$ cat config.mk
export PLATFORM = sky130hd
export DESIGN_NAME = ctrl_bubble_pipe
export DESIGN_NICKNAME = d
export VERILOG_FILES = /design/src/rtl/ctrl_bubble_pipe.sv
export SDC_FILE = /design/constraint.sdc
export NUM_CORES = 1
export LEC_CHECK = 0
export CORE_UTILIZATION = 46
export DETAILED_ROUTE_END_ITERATION = 8
export HOLD_SLACK_MARGIN = 0.12
export PLACE_DENSITY_LB_ADDON = 0.1
export SYNTH_ARGS = -nofsm -noshare
export SYNTH_HDL_FRONTEND = slang
export SYNTH_SLANG_ARGS = --single-unit
$ cat constraint.sdc
create_clock -name clk_i -period 1.99 [get_ports clk_i]
set_clock_uncertainty 0.05 [all_clocks]
set_input_delay 0.398 -clock clk_i [delete_from_list [all_inputs] [get_ports clk_i]]
set_output_delay 0.398 -clock clk_i [all_outputs]
set_load 0.005 [all_outputs]
$ cat src/rtl/ctrl_bubble_pipe.sv
// Control-bundle pipeline (ID/EX -> EX/MEM -> MEM/WB) with bubble insertion,
// global freeze, per-stage valid bits and a saturating bubble counter.
module ctrl_bubble_pipe #(
    parameter int EX_W  = 2,
    parameter int MEM_W = 3,
    parameter int WB_W  = 2,
    parameter int CNT_W = 16
) (
    input  logic             clk_i,
    input  logic             rst_i,
    input  logic             freeze_i,
    input  logic             stall_i,
    input  logic             flush_i,
    input  logic             valid_i,
    input  logic [EX_W-1:0]  ex_sig_i,
    input  logic [MEM_W-1:0] mem_sig_i,
    input  logic [WB_W-1:0]  wb_sig_i,
    input  logic             cnt_clr_i,
    output logic [EX_W-1:0]  idex_ex_o,
    output logic [MEM_W-1:0] idex_mem_o,
    output logic [WB_W-1:0]  idex_wb_o,
    output logic             idex_valid_o,
    output logic [MEM_W-1:0] exmem_mem_o,
    output logic [WB_W-1:0]  exmem_wb_o,
    output logic             exmem_valid_o,
    output logic [WB_W-1:0]  memwb_wb_o,
    output logic             memwb_valid_o,
    output logic [CNT_W-1:0] bubble_cnt_o
);

    // Valid semantics: a stage's valid bit is 1 only when it holds a real
    // instruction; whenever it is 0 the stage's bundles are all-zero, so a
    // consumer may act on the bundles without looking at valid.
    logic bubble;
    logic take;

    assign bubble = stall_i | flush_i;
    assign take   = valid_i & ~bubble;

    always_ff @(posedge clk_i or negedge rst_i) begin
        if (!rst_i) begin
            idex_ex_o     <= '0;
            idex_mem_o    <= '0;
            idex_wb_o     <= '0;
            idex_valid_o  <= 1'b0;
            exmem_mem_o   <= '0;
            exmem_wb_o    <= '0;
            exmem_valid_o <= 1'b0;
            memwb_wb_o    <= '0;
            memwb_valid_o <= 1'b0;
        end else if (!freeze_i) begin
            idex_ex_o     <= take ? ex_sig_i  : '0;
            idex_mem_o    <= take ? mem_sig_i : '0;
            idex_wb_o     <= take ? wb_sig_i  : '0;
            idex_valid_o  <= take;
            exmem_mem_o   <= idex_mem_o;
            exmem_wb_o    <= idex_wb_o;
            exmem_valid_o <= idex_valid_o;
            memwb_wb_o    <= exmem_wb_o;
            memwb_valid_o <= exmem_valid_o;
        end
    end

    // Clear beats both freeze and a same-edge bubble; the count never wraps.
    always_ff @(posedge clk_i or negedge rst_i) begin
        if (!rst_i) begin
            bubble_cnt_o <= '0;
        end else if (cnt_clr_i) begin
            bubble_cnt_o <= '0;
        end else if (!freeze_i && bubble && (bubble_cnt_o != {CNT_W{1'b1}})) begin
            bubble_cnt_o <= bubble_cnt_o + 1'b1;
        end
    end

endmodule

# After elaboration in Yosys (flattened, before gate mapping)
# Cells that the tools add are included.
[op_classes]
n_eq_ne = 1
reduce_logical = 4
n_bitwise = 3
mux = 5
addsub = 1
[ops]
columns = ["operator", "count"]
rows = [
  ["$mux W16", 2],
  ["$add A16 B1 Y16 const B", 1],
  ["$ne A16 B16 Y1 const B", 1],
  ["$mux W2", 2],
  ["$mux W3", 1],
  ["$logic_and A1 B1 Y1", 2],
  ["$reduce_bool A2 Y1", 1],
  ["$and A1 B1 Y1", 1],
  ["$logic_not A1 Y1", 1],
  ["$not A1 Y1", 1],
  ["$or A1 B1 Y1", 1],
]
[totals]
elab_cells = 24
regBits = 33

# Logic depth before layout (Yosys ltp)
# Gate-level depths: netlist of run 1.
[logic_depth]
ltp_word = 5
mapped_depth = 5

# Worst setup path after synthesis of run 1
# No wires, ideal clock.
[synth_timing]
path_kind = "reg-to-reg"
start = "register bubble_cnt_o[0]"
end = "register bubble_cnt_o[14]"
path_buffers = 0
setup_time_ns = 0.078
period_less_slack_ns = 1.741
stages_incl_launch_ff = 6
path_slack_ns = 0.249
arrival_time_ns = 1.613
path_cell_list = "dfrtp_1 ha_1 nand4_1 nand4_4 or4_1 a21oi_1"
[synth_via]
elab_chain_len = 3
elab_cells_between_ends = 6
classes_between = "add/sub: 1; eq/ne: 1; mux: 2; reduce/logical: 2"
[synth_lines]
columns = ["element", "line", "source"]
rows = [
  ["start: declaration", "28", "output logic [CNT_W-1:0] bubble_cnt_o"],
  ["start signal: assignment", "71", "bubble_cnt_o <= bubble_cnt_o + 1'b1;"],
  ["$add A16 B1 Y16 / $ne A16 B16 Y1 (equally long branches)", "71, 70", ""],
  ["$mux W16 / $logic_and A1 B1 Y1 (equally long branches)", "70", "end else if (!freeze_i && bubble && (bubble_cnt_o != {CNT_W{1'b1}})) begin"],
  ["$mux W16 / $reduce_bool A2 Y1 (equally long branches)", "-", ""],
]
# Several ways; a longest one is shown, not always the timed one. The select of a mux whose other input is x is not followed.
# A chain may end at the register's enable or synchronous reset.

# Worst setup path in the final report of run 1
[layout_timing]
start = "register bubble_cnt_o[1]"
end = "register bubble_cnt_o[1]"
# The elaborated chain is that of the path after synthesis.

==> qor.csv, run 1 <==
metric,value,unit
drt first-iter violations,100,
maxcap violations,0,
"commonest non-fill, non-tap cell in the layout",clkdlybuf4s50_1,
vias in the first global route,1308,
final count of hold timing violations,0,
# hold bufs at CTS,0,
Main synth FF type,dfrtp_1,
ys async rst share,1.00,
post-synth top area cell,dfrtp_1,
DRC errors left,0,
layout cells sized above 1,0.207,
Leakage,0.000950,uW
post-layout instance area,0.00222,mm^2
# rows,20,
Die Height,60.2,um
PortBufs,46,
Max Slew Vio Count,0,
Hold Crit Class,in -> async,
CP arrival,2060,ps
Nets,212,
"Clk Latency, worst-skew pair",340,ps
Vias,1327,
initial antenna violation count,0,
placer congestion estimate,0.816,
Max VDD drop,0.000468,V
reg-to-reg setup timing slack,140,ps
placed inst area,0.00214,mm^2
Sum Neg Setup Slack,0,ps
Syn Area/Cell,11.4,um^2
worst-path cell chain,"ha_1, nand4_1, nor4_2, o21ai_0, a21oi_1",
Clock Tree Root,clkbuf_4,
Synth Cell Area,0.00156,mm^2
Synth top area share,0.531,
Startpoint Class,flop,
RSZ-0062 raised after global routing,yes,
WHS,399,ps
Core Box Area,0.00313,mm^2
largest net degree at the start of global routing,34,
endpoints failing setup,0,
Num CTS Buffers,5,
Max Clock Freq,0.540,GHz
post-DP HPWL,2640,um
syn nets,152,
total congestion overflow,0,
Critical-path top delay cell,nor4_2,
Routed WL,3540,um
fin cells,242,
Tmin final,1850,ps
CTS tree,built,
Via-to-Cell Ratio,5.48,
DR pass1 iterations,5,
Placed Instances,234,
Filler cells,251,
Initial Utilization,0.498,
WP data required,2200,ps
clk sinks,33,
sequential share of the synthesized area,0.531,
die area,0.00362,mm^2
# H-tree levels,2,
Ports,47,
Die Wd,60.2,um
max_slew headroom,0.684,
Post-Synthesis Cells,137,
CTS resizes,0,
CTS Buffer Depth,2,
Antenna Nets Post-Route,0,
first-pass GRT wire length,6000,um
Worst-path clk slew,100,ps
Final Cycle Share,0.931,
CP max FO,5,
"Distinct cells, synth",38,
worst slew pin tran,471,ps
Register Area,826,um^2
Critical Path End Type,flop,
"FF+latch count, synth",33,
max incr delay on CP,500,ps
Tot GR Track Use,0.226,
drt wl/cell,14.6,um
"leading cell types in the layout, fill and taps excluded","clkdlybuf4s50_1, dfrtp_1, buf_4",
setup bufs post-CTS,0,
status,"complete, no violations",
Area Overhead vs Synth,42.8,%
Power Density,617,mW/mm^2
synth top area cells,"dfrtp_1, mux2_2, a22o_1",
Crit Path Category,reg -> reg,
multi-input logic area,692,um^2
"EDFF count, synth",0,
diode count,0,
synth warn,0,
-- power by group --
group          switching, uW  internal (uW)  leakage, uW  total (uW)
logic                   55.2           86.2     0.000450         141
clock network            228            300    0.0000455         528
registers               13.5            689     0.000455         703
total                    296           1080     0.000950        1370
-- final timing paths --
path,startpoint,endpoint,cells past startpoint
min reg2reg,exmem_mem_o[1]$_DFFE_PN0N_,exmem_mem_o[1]$_DFFE_PN0N_,1
max reg2reg,bubble_cnt_o[1]$_DFFE_PN0P_,bubble_cnt_o[1]$_DFFE_PN0P_,5
min in group clk_i,exmem_mem_o[1]$_DFFE_PN0N_,exmem_mem_o[1]$_DFFE_PN0N_,1
max in group asynchronous,rst_i,exmem_mem_o[1]$_DFFE_PN0N_,2
min,rst_i,bubble_cnt_o[14]$_DFFE_PN0P_,2
max,bubble_cnt_o[1]$_DFFE_PN0P_,bubble_cnt_o[1]$_DFFE_PN0P_,5
-- area by class of cell --
cell class,instances,area share
flip-flops and latches,33,0.371
multi-input cells,95,0.311
repair buffers,58,0.248
clock buffers,7,0.0248
well taps,44,0.0248
clock inverters,1,0.0135
inverters,4,0.00675
-- worst max-delay path: cells and delay by family, from the launching register on --
family / cells / cell delay (ps)
and+or+nand+nor: 2 / 770
DFF: 1 / 410
AOI/OAI and AO/OA: 2 / 330
adders and majority gates: 1 / 220
-- synthesized netlist by cell type, types with 2 or more instances --
master,instances
dfrtp_1,33
mux2_2,11
a21oi_1,9
nor3_1,8
a22o_1,7
nand4_1,6
nor2_1,6
nand2_1,5
o21ai_0,5
inv_1,4
nand3_1,4
o31ai_1,3
or3_1,3
a31oi_1,2
a41oi_1,2
and3_2,2
clkbuf_1,2
nor2b_1,2
nor4_2,2
o21ba_2,2
or4_1,2
-- per-layer routing --
layer	wire length [um]	global-route usage
met1	1520	0.276
met2	1760	0.370
met3	201	0.0714
met4	61	0.0831
met5	0	0
-- registers in the layout, summed over array words and instances (netlist names) --
signal         count
bubble_cnt_o      16
exmem_mem_o        3
exmem_valid_o      1
exmem_wb_o         2
idex_ex_o          2
idex_mem_o         3
idex_valid_o       1
idex_wb_o          2
memwb_valid_o      1
memwb_wb_o         2
-- through the flow --
step	util	setup slack [ps]	power (uW)
6_report	0.711	138	1370
5_1_grt	0.711	-37.7	1430
4_1_cts	0.711	148	1380
3_5_place_dp	0.684	-51.3	859
3_3_place_gp	0.684	-28.8	854
2_1_floorplan	-	249	760
-- kinds of logic (layout without fill, tap and decap cells) --
logic type / count (synthesis) / in the layout / share of synthesized area
multiplexers: 11 / 11 / 0.0796
adder cells (fa/ha/maj): 1 / 1 / 0.00804
buffers and inverters: 9 / 70 / 0.0249
AO/OA/AOI/OAI: 34 / 34 / 0.152
flip-flops: 33 / 33 / 0.531
AND/OR/NAND/NOR: 49 / 49 / 0.205
Note: power is estimated with default switching activity, not from simulation.
==> run 2: changes to the inputs <==
--- a/config.mk
+++ b/config.mk
@@ -9,6 +9,7 @@
 export DETAILED_ROUTE_END_ITERATION = 8
 export HOLD_SLACK_MARGIN = 0.12
 export PLACE_DENSITY_LB_ADDON = 0.1
+export RECOVER_POWER = 50
 export SYNTH_ARGS = -nofsm -noshare
 export SYNTH_HDL_FRONTEND = slang
 export SYNTH_SLANG_ARGS = --single-unit
==> run 2 against run 1 <==
  * First-iteration DRC count down 32%
  * Clock power about the same
  * Critical endpoint unchanged
  * Utilization down 0.44 points
  * Clock-buffer cell count unchanged
  * Die area unchanged
  * Worst hold slack better by 64 ps
  * Register-to-register slack about the same
  * Via count up 0.68%
==> qor.csv, run 2 (synthesized netlist as in run 1, its figures left out) <==
metric,value,unit,change
status,"complete, no violations",,
CTS resizes,0,,unchanged
max_slew headroom,0.473,,-0.211
Sum Neg Setup Slack,0,ps,unchanged
Leakage,0.000947,uW,-0.31%
WHS,463,ps,+64.4 ps
Crit Path Category,reg -> reg,,
WP data required,2200,ps,about the same
Core Box Area,0.00313,mm^2,unchanged
Tot GR Track Use,0.226,,unchanged
Worst-path clk slew,100,ps,about the same
Antenna Nets Post-Route,0,,unchanged
initial antenna violation count,0,,unchanged
diode count,0,,unchanged
first-pass GRT wire length,6000,um,unchanged
CP max FO,5,,unchanged
Area Overhead vs Synth,42.0,%,
maxcap violations,0,,unchanged
Num CTS Buffers,5,,unchanged
final count of hold timing violations,0,,unchanged
RSZ-0062 raised after global routing,yes,,
Critical Path End Type,flop,,
# hold bufs at CTS,0,,unchanged
total congestion overflow,0,,unchanged
Routed WL,3550,um,+0.28%
clk sinks,33,,unchanged
Filler cells,254,,+1.2%
Final Cycle Share,0.934,,+0.00312
die area,0.00362,mm^2,unchanged
Max VDD drop,0.000468,V,about the same
DR pass1 iterations,6,,+1
Biggest register,bubble_cnt_o,,
Initial Utilization,0.498,,unchanged
Max Clock Freq,0.538,GHz,-0.33%
"commonest non-fill, non-tap cell in the layout",clkdlybuf4s50_1,,
biggest regs,"bubble_cnt_o: 16 flops, exmem_mem_o: 3 flops, idex_mem_o: 3 flops",,
DRC errors left,0,,unchanged
Startpoint Class,flop,,
Tmin final,1860,ps,+6.21 ps
max FFs per register,16,,unchanged
"leading cell types in the layout, fill and taps excluded","clkdlybuf4s50_1, dfrtp_1, mux2_2",,
CTS tree,built,,
Vias,1336,,+0.68%
CP arrival,2060,ps,about the same
endpoints failing setup,0,,unchanged
layout cells sized above 1,0.202,,-0.00505
CTS Buffer Depth,2,,unchanged
drt wl/cell,14.7,um,+0.28%
Die Height,60.2,um,unchanged
# H-tree levels,2,,unchanged
drt first-iter violations,68,,-32%
vias in the first global route,1308,,unchanged
Clock Tree Root,clkbuf_4,,
setup bufs post-CTS,0,,unchanged
worst slew pin tran,791,ps,+321 ps
Power Density,619,mW/mm^2,+0.36%
Max Slew Vio Count,0,,unchanged
Placed Instances,234,,unchanged
"Clk Latency, worst-skew pair",330,ps,about the same
PortBufs,46,,unchanged
Ports,47,,unchanged
Die Wd,60.2,um,unchanged
post-DP HPWL,2640,um,unchanged
# rows,20,,unchanged
Via-to-Cell Ratio,5.52,,+0.68%
Nets,212,,unchanged
Hold Crit Class,reg -> reg,,
fin cells,242,,unchanged
placer congestion estimate,0.816,,unchanged
largest net degree at the start of global routing,34,,unchanged
[run 2: changes by cell type in the layout (fill, tap and decap cells not counted), sizes merged]
cell and delta:
dlygate4sd3 +2, clkdlybuf4s50 -2, buf -3, clkbuf +3
[run 2: critical path, stage by stage, from the launching register on]
cell and delay (ps):
dfrtp_1 410, ha_1 220, nand4_1 270, nor4_2 500
o21ai_0 170, a21oi_1 160
[run 2: power breakdown]
| group | leakage, uW | internal (uW) | switching (uW) |
|---|---|---|---|
| Sequential | 0.000455 | 689 | 13.5 |
| Clock | 0.0000455 | 300 | 228 |
| Combinational | 0.000447 | 83.4 | 54.5 |
[run 2: final cells by class]
type                            count  area [um^2]  share of cell area
Sequential cell                    33          826               0.374
Multi-Input combinational cell     95          686               0.310
Timing Repair Buffer               58          543               0.246
Clock buffer                        7         55.1              0.0249
Tap cell                           44         55.1              0.0249
Clock inverter                      1         30.0              0.0136
Inverter                            4         15.0             0.00680
[run 2: path summary, 6_finish.rpt]
check                                                 start                      endpoint  slack, ps  cells past startpoint
worst max-delay path            bubble_cnt_o[1]$_DFFE_PN0P_   bubble_cnt_o[1]$_DFFE_PN0P_        130                      5
worst min-delay path             exmem_mem_o[1]$_DFFE_PN0N_    exmem_mem_o[1]$_DFFE_PN0N_        460                      1
worst max register to register  bubble_cnt_o[1]$_DFFE_PN0P_   bubble_cnt_o[1]$_DFFE_PN0P_        130                      5
worst min register to register   exmem_mem_o[1]$_DFFE_PN0N_    exmem_mem_o[1]$_DFFE_PN0N_        460                      1
max in group asynchronous                             rst_i    exmem_mem_o[1]$_DFFE_PN0N_        770                      2
min in group asynchronous                             rst_i  bubble_cnt_o[14]$_DFFE_PN0P_        620                      2
[run 2: through the flow]
stage | utilization | setup WS, ps | power (uW) | instance area [um^2]
floorplan | - | 249 | 760 | 1560
global placement | 0.684 | -28.8 | 854 | 2140
detailed placement | 0.684 | -51.3 | 859 | 2140
CTS | 0.711 | 148 | 1380 | 2220
global route | 0.706 | -37.7 | 1430 | 2210
finish | 0.706 | 132 | 1370 | 2210
[run 2: layer usage]
metal  GRT usage  vias to the layer above  share of wire
met1       0.276                      640           0.43
met5           0                        -              0
li1            -                      642              -
met3      0.0714                        6          0.057
met2       0.370                       48           0.49
met4      0.0831                        0          0.015
